<file path="config.mk">
export PLATFORM = sky130hd
export DESIGN_NAME = indexed_mem_array
export DESIGN_NICKNAME = d
export VERILOG_FILES = /design/src/rtl/indexed_mem_array.sv
export SDC_FILE = /design/constraint.sdc
export NUM_CORES = 2
export LEC_CHECK = 0
export BUFFER_PORTS_ARGS = -buffer_cell sky130_fd_sc_hd__buf_4
export CORE_UTILIZATION = 65
export CTS_CLUSTER_SIZE = 16
export DETAILED_ROUTE_END_ITERATION = 8
export PLACE_DENSITY_LB_ADDON = 0.1
export SYNTH_ARGS = -nofsm -noshare
export SYNTH_HDL_FRONTEND = slang
export SYNTH_SLANG_ARGS = --single-unit
</file>
<file path="constraint.sdc">
create_clock -name clk -period 13.05 [get_ports clk]
set_input_delay 2.61 -clock clk [delete_from_list [all_inputs] [get_ports clk]]
set_output_delay 2.61 -clock clk [all_outputs]
set_load 0.02 [all_outputs]
</file>
<file path="src/rtl/indexed_mem_array.sv">
// indexed_mem_array: single-write-port table with one registered read
// access that returns a base word, a wrapped base+offset word and one
// selected bit of the base word. A clear sequencer zeroes every entry
// after reset; out-of-range writes, reads and bit selects raise err_oob.
module indexed_mem_array #(
  parameter int DATA_W = 8,
  parameter int ADDR_W = 8,
  parameter int DEPTH  = 256,
  parameter int BYPASS = 1,
  parameter int SEL_W  = $clog2(DATA_W)
) (
  input  logic              clk,
  input  logic              rst,
  input  logic              wr_en,
  input  logic [ADDR_W-1:0] wr_addr,
  input  logic [DATA_W-1:0] wr_data,
  input  logic              rd_en,
  input  logic [ADDR_W-1:0] rd_addr1,
  input  logic [ADDR_W-1:0] rd_addr2,
  input  logic [SEL_W-1:0]  bit_sel,
  output logic [DATA_W-1:0] data_out1,
  output logic [DATA_W-1:0] data_out2,
  output logic              single_bit,
  output logic              rd_valid,
  output logic              busy,
  output logic              err_oob
);

  localparam int                IDX_W    = (DEPTH > 1) ? $clog2(DEPTH) : 1;
  localparam logic [ADDR_W:0]   DEPTH_V  = DEPTH[ADDR_W:0];
  localparam logic [IDX_W-1:0]  LAST_IDX = IDX_W'(DEPTH - 1);
  localparam logic [SEL_W:0]    DATA_W_V = DATA_W[SEL_W:0];

  typedef enum logic {ST_CLEAR = 1'b0, ST_READY = 1'b1} state_t;

  state_t             state_reg;
  logic [IDX_W-1:0]   clr_ptr_reg;
  logic               busy_reg;
  logic               rd_valid_reg;
  logic               err_reg;

  logic [DATA_W-1:0]  mem [DEPTH];
  logic [DATA_W-1:0]  word1_reg, word2_reg;

  // Read sideband captured alongside the RAM read data
  logic               zero1_reg, zero2_reg;
  logic               fwd1_reg, fwd2_reg;
  logic               bit_ok_reg;
  logic [DATA_W-1:0]  wdata_reg;
  logic [SEL_W-1:0]   bsel_reg;

  logic               ready, wr_in_range, rd1_in_range, bit_in_range;
  logic               wr_ok, rd_ok, fwd1, fwd2, mem_we;
  logic [ADDR_W:0]    sum;
  logic [IDX_W-1:0]   idx1, idx2, wr_idx, mem_waddr;
  logic [DATA_W-1:0]  mem_wdata, word1_eff;

  // Address decode, wrap arithmetic and forwarding detection
  always_comb begin
    ready        = (state_reg == ST_READY);
    wr_in_range  = ({1'b0, wr_addr} < DEPTH_V);
    rd1_in_range = ({1'b0, rd_addr1} < DEPTH_V);
    bit_in_range = ({1'b0, bit_sel} < DATA_W_V);
    // Sum kept one bit wider so base+offset never truncates before the wrap
    sum          = {1'b0, rd_addr1} + {1'b0, rd_addr2};
    idx2         = IDX_W'(sum % DEPTH_V);
    idx1         = rd1_in_range ? rd_addr1[IDX_W-1:0] : '0;
    wr_idx       = wr_addr[IDX_W-1:0];
    wr_ok        = ready && wr_en && wr_in_range;
    rd_ok        = ready && rd_en;
    // Forwarding only from a write that actually lands in the array
    fwd1         = (BYPASS != 0) && wr_ok && rd1_in_range && (wr_idx == idx1);
    fwd2         = (BYPASS != 0) && wr_ok && (wr_idx == idx2);
    // The clear sequencer owns the write port while not ready
    mem_we       = !rst && ((state_reg == ST_CLEAR) || wr_ok);
    mem_waddr    = ready ? wr_idx : clr_ptr_reg;
    mem_wdata    = ready ? wr_data : '0;
  end

  // Clear sequencer: walk every entry once after reset, then go ready
  always_ff @(posedge clk) begin
    if (rst) begin
      state_reg   <= ST_CLEAR;
      clr_ptr_reg <= '0;
      busy_reg    <= 1'b1;
    end else begin
      case (state_reg)
        ST_CLEAR: begin
          clr_ptr_reg <= clr_ptr_reg + 1'b1;
          if (clr_ptr_reg == LAST_IDX) begin
            state_reg <= ST_READY;
            busy_reg  <= 1'b0;
          end
        end
        default: ;
      endcase
    end
  end

  // Array write plus read-first registered reads (no reset on RAM data)
  always_ff @(posedge clk) begin
    if (mem_we)
      mem[mem_waddr] <= mem_wdata;
    if (rd_ok) begin
      word1_reg <= mem[idx1];
      word2_reg <= mem[idx2];
    end
  end

  // Read sideband: forwarding, zero-forcing and bit-select context
  always_ff @(posedge clk) begin
    if (rst) begin
      zero1_reg  <= 1'b1;
      zero2_reg  <= 1'b1;
      fwd1_reg   <= 1'b0;
      fwd2_reg   <= 1'b0;
      bit_ok_reg <= 1'b0;
      wdata_reg  <= '0;
      bsel_reg   <= '0;
    end else if (rd_ok) begin
      zero1_reg  <= !rd1_in_range;
      zero2_reg  <= 1'b0;
      fwd1_reg   <= fwd1;
      fwd2_reg   <= fwd2;
      bit_ok_reg <= bit_in_range;
      wdata_reg  <= wr_data;
      bsel_reg   <= bit_sel;
    end
  end

  // Strobes: one pulse per accepted read; all error causes merge
  always_ff @(posedge clk) begin
    if (rst) begin
      rd_valid_reg <= 1'b0;
      err_reg      <= 1'b0;
    end else begin
      rd_valid_reg <= rd_ok;
      err_reg      <= ready && ((wr_en && !wr_in_range) ||
                                (rd_en && (!rd1_in_range || !bit_in_range)));
    end
  end

  // Output selection from registered state only
  always_comb begin
    word1_eff  = fwd1_reg ? wdata_reg : word1_reg;
    data_out1  = zero1_reg ? '0 : word1_eff;
    data_out2  = zero2_reg ? '0 : (fwd2_reg ? wdata_reg : word2_reg);
    single_bit = (!zero1_reg && bit_ok_reg) ? word1_eff[bsel_reg] : 1'b0;
  end

  assign rd_valid = rd_valid_reg;
  assign busy     = busy_reg;
  assign err_oob  = err_reg;

endmodule

</file>
==> results.toml <==
[pwr]
peakVddDrop_uv = 123
report.power.total_mw = 15.1
swShare = 0.247
clkPwrFrac = 0.386
p_switching_mw = 3.71
seqPwrFrac = 0.483
combPwrFrac = 0.131
internal_power_mw = 11.3
power.density_nw_per_um2 = 141
total_leakage_power_nw = 34.8

[route]
drt-initial-drc-count = 10200
dr.pass1.iters = 8
avgViaCountPerCell = 7.99
drc = 2
wl_per_cell_um = 41.3
dr_total_vias = 56000
wl_um = 290000
drtAntennaViolNets = 0

[die]
die-area_um2 = 152000
die_h_um = 390
core-area_um2 = 150000
dieWidth_um = 390
io_pins = 59
rows = 142
start_util = 0.654

[timing]
fin_worst_skew_ns = 0.0328
final-setup-viol-count = 0
fin_crit_sh = 0.614
slew_violations = 3
max_slew_margin = -0.0501
tns_ns = 0
hold_viol = 0
fmax_ghz = 0.125
tightest_slew_ns = 1.56
rsz0062_at_grt = "no"
hold-worst-slack_ns = 0.475
finalWorstPathRequiredPeriod_ns = 8.02

[clocking]
hold_buffers = 0
cts_buffers = 207
cts-resized-gates = 0
cts_setup_buffers = 0
path_clk_slew_ns = 0.06
clkSinkCount = 2090
worstSkewPairLatency_ns = 0.85
tritoncts = "built"
root_buffer = "clkbuf_16"
clk_path_buf_depth = 3
h-tree-depth = 4

[grt]
grtUsageMet1 = 0.560
antenna_found_initial = 18
use_met3 = 0.146
use_met2 = 0.541
gr-total-overflow = 0
grt_use_total = 0.389
grt_pass1_wl_um = 409000
grt_most_used_layer = "met1"
grt_max_degree = 130
first_global_vias = 53700

[finish]
fin_cells = 7012
fin_nets = 4860
largest_register = "mem"
area_growth_pct = 9.06
register_area_um2 = 62500
multi_input_area_um2 = 33800
fin_area_um2 = 107000
fillers = 8813
largest_register_ffs = 2048
layout-drive-gt1-share = 0.343

[worst_setup_path]
critPathMaxFanout = 114
r2r_end = "mem[169][3]$_DFFE_PP_"
rr_worst_depth = 7
worst-path-buf-inv = 3
cp.depth = 13
endpoint = "word2_reg[7]$_DFFE_PP_"
critPathTopFamily = "compound AO/OA/AOI/OAI gates"
reg2reg_from = "ready$_SDFF_PP0_"
worst_setup_path_end_kind = "flip-flop"
timing.critical_path.from_type = "input port"
crit_type = "in -> reg"
cpPeakStageDelay_ns = 1.24
cp_cell_sequence = "buf_8, ha_4, inv_1, fa_4, buf_12, mux4_2, nand2_1, nand3_1, and3_1, o32ai_1, nor2_1, a311oi_1, a221oi_1"
slowest_stage = "fa_4"
crit_start = "rd_addr1[0]"
crit_arrival_ns = 8.53
crit_required_ns = 13.56
reg2reg_slack_ns = 8.96

[synth]
yosys.cell_types.count = 52
synth-async-reset-ratio = 0
synthCells = 4843
syn_area_per_cell_um2 = 20.2
syn-num-nets = 4891
synth_flop_cell = "edfxtp_1"
ys_ff_latch = 2090
synth_edf_count = 2064
yosys_warnings = 0
synth_seq_area_share = 0.638
netlist_area_um2 = 97900

[run]
maxCapViolations = 2

[min_path]
hold_path_class = "reg -> reg"

[placed_design]
numPlacedInstances = 6619
io_buffers = 57
place_area_um2 = 100000
place_hpwl_um = 183000
gp_congestion = 0.961

[run_status]
failed_checks = "DRC, capacitance limit, slew limit"
status = "finished with violations"
## worst min path at each step
stage / from / slack, ns / to / depth (start not counted)
after floorplan: bit_ok_reg$_SDFFE_PP0P_ / 0.43 / bit_ok_reg$_SDFFE_PP0P_ / 2
after global placement: bit_ok_reg$_SDFFE_PP0P_ / 0.45 / bit_ok_reg$_SDFFE_PP0P_ / 2
after detailed placement: bit_ok_reg$_SDFFE_PP0P_ / 0.46 / bit_ok_reg$_SDFFE_PP0P_ / 2
after CTS: bit_ok_reg$_SDFFE_PP0P_ / 0.47 / bit_ok_reg$_SDFFE_PP0P_ / 2
after global routing: bit_ok_reg$_SDFFE_PP0P_ / 0.50 / bit_ok_reg$_SDFFE_PP0P_ / 2
final: bit_ok_reg$_SDFFE_PP0P_ / 0.48 / bit_ok_reg$_SDFFE_PP0P_ / 2
## cell usage in the layout, fill, tap and decap left out, drive strengths merged, types with 19 or more instances in the layout
cell	netlist	layout
mux2i	47	47
nand2	331	331
nor2	301	301
nand3	100	100
dfxtp	26	26
mux4	1252	1252
nor3	19	19
buf	166	150
and3	24	24
clkbuf	224	273
edfxtp	2064	2064
o21ai	56	56
a21oi	46	46
xnor2	19	19
clkinv	0	83
## through the flow
| stage | util | worst slack [ns] |
|---|---|---|
| finish | 0.714 | 5.03 |
| global route | 0.714 | 5.01 |
| CTS | 0.713 | 5.27 |
| detailed placement | 0.670 | 4.43 |
| global placement | 0.670 | 4.39 |
| floorplan | - | 6.33 |
## cells by family (layout without fill, tap and decap cells)
kind of cell	Yosys count	count (layout)	synth area share
AOI/OAI and AO/OA	197	197	0.0127
xor gates and xnor gates	31	31	0.00277
adders and majority gates	9	9	0.00123
buffers and inverters	401	543	0.0175
DFF	2090	2090	0.638
muxes	1299	1299	0.293
other	1	12	0.0000383
and+or+nand+nor	815	815	0.0344
## Yosys cell counts (6+ instances only)
master	count	area share
nand4_1	9	0.00058
a31oi_1	15	0.00096
buf_1	40	0.0015
and2_1	11	0.00070
mux4_2	1252	0.29
a21oi_1	46	0.0024
o22ai_1	8	0.00051
xor2_1	12	0.0011
nor2_1	301	0.012
o32ai_1	10	0.00089
a211oi_1	9	0.00069
buf_4	11	0.00084
mux2i_1	47	0.0048
nand2_1	331	0.013
buf_2	111	0.0057
xnor2_1	19	0.0017
inv_1	11	0.00042
o21ai_0	55	0.0028
a311oi_1	7	0.00063
nor3_1	19	0.00097
edfxtp_1	2064	0.63
ha_1	8	0.0010
a221oi_1	9	0.00081
nand3_1	100	0.0051
and3_1	24	0.0015
dfxtp_1	26	0.0053
nor2b_1	6	0.00038
clkbuf_1	224	0.0086
a22oi_1	16	0.0012
## power by group through the flow
stage / clock [mW] / combinational, mW / sequential (mW)
6_report: 5.82 / 1.97 / 7.27
5_1_grt: 6.06 / 2.01 / 7.27
4_1_cts: 5.81 / 1.92 / 7.28
3_5_place_dp: 0 / 1.90 / 7.42
3_3_place_gp: 0 / 1.91 / 7.42
2_1_floorplan: 0 / 1.23 / 7.42
## layout make-up
cell class | count | share of cell area
Antenna cell | 11 | 0.000258
Clock buffer | 273 | 0.0526
Clock inverter | 109 | 0.00853
Inverter | 11 | 0.000387
Multi-Input combinational cell | 2352 | 0.317
Sequential cell | 2090 | 0.585
Tap cell | 2016 | 0.0236
Timing Repair Buffer | 150 | 0.0123
## layer usage
| metal | wire length (µm) | share of wire | vias to the layer above |
|---|---|---|---|
| met4 | 14200 | 0.049 | 20 |
| li1 | - | - | 20800 |
| met3 | 49400 | 0.17 | 687 |
| met1 | 98200 | 0.34 | 29300 |
| met5 | 144 | 0.00050 | - |
| met2 | 128000 | 0.44 | 5226 |
## tightest hold or removal path, stage by stage, from the launching register on
cell and delay, ns:
dfxtp_1 0.30, inv_1 0.07, a21oi_1 0.06
Power figures use the tool's default switching activity.
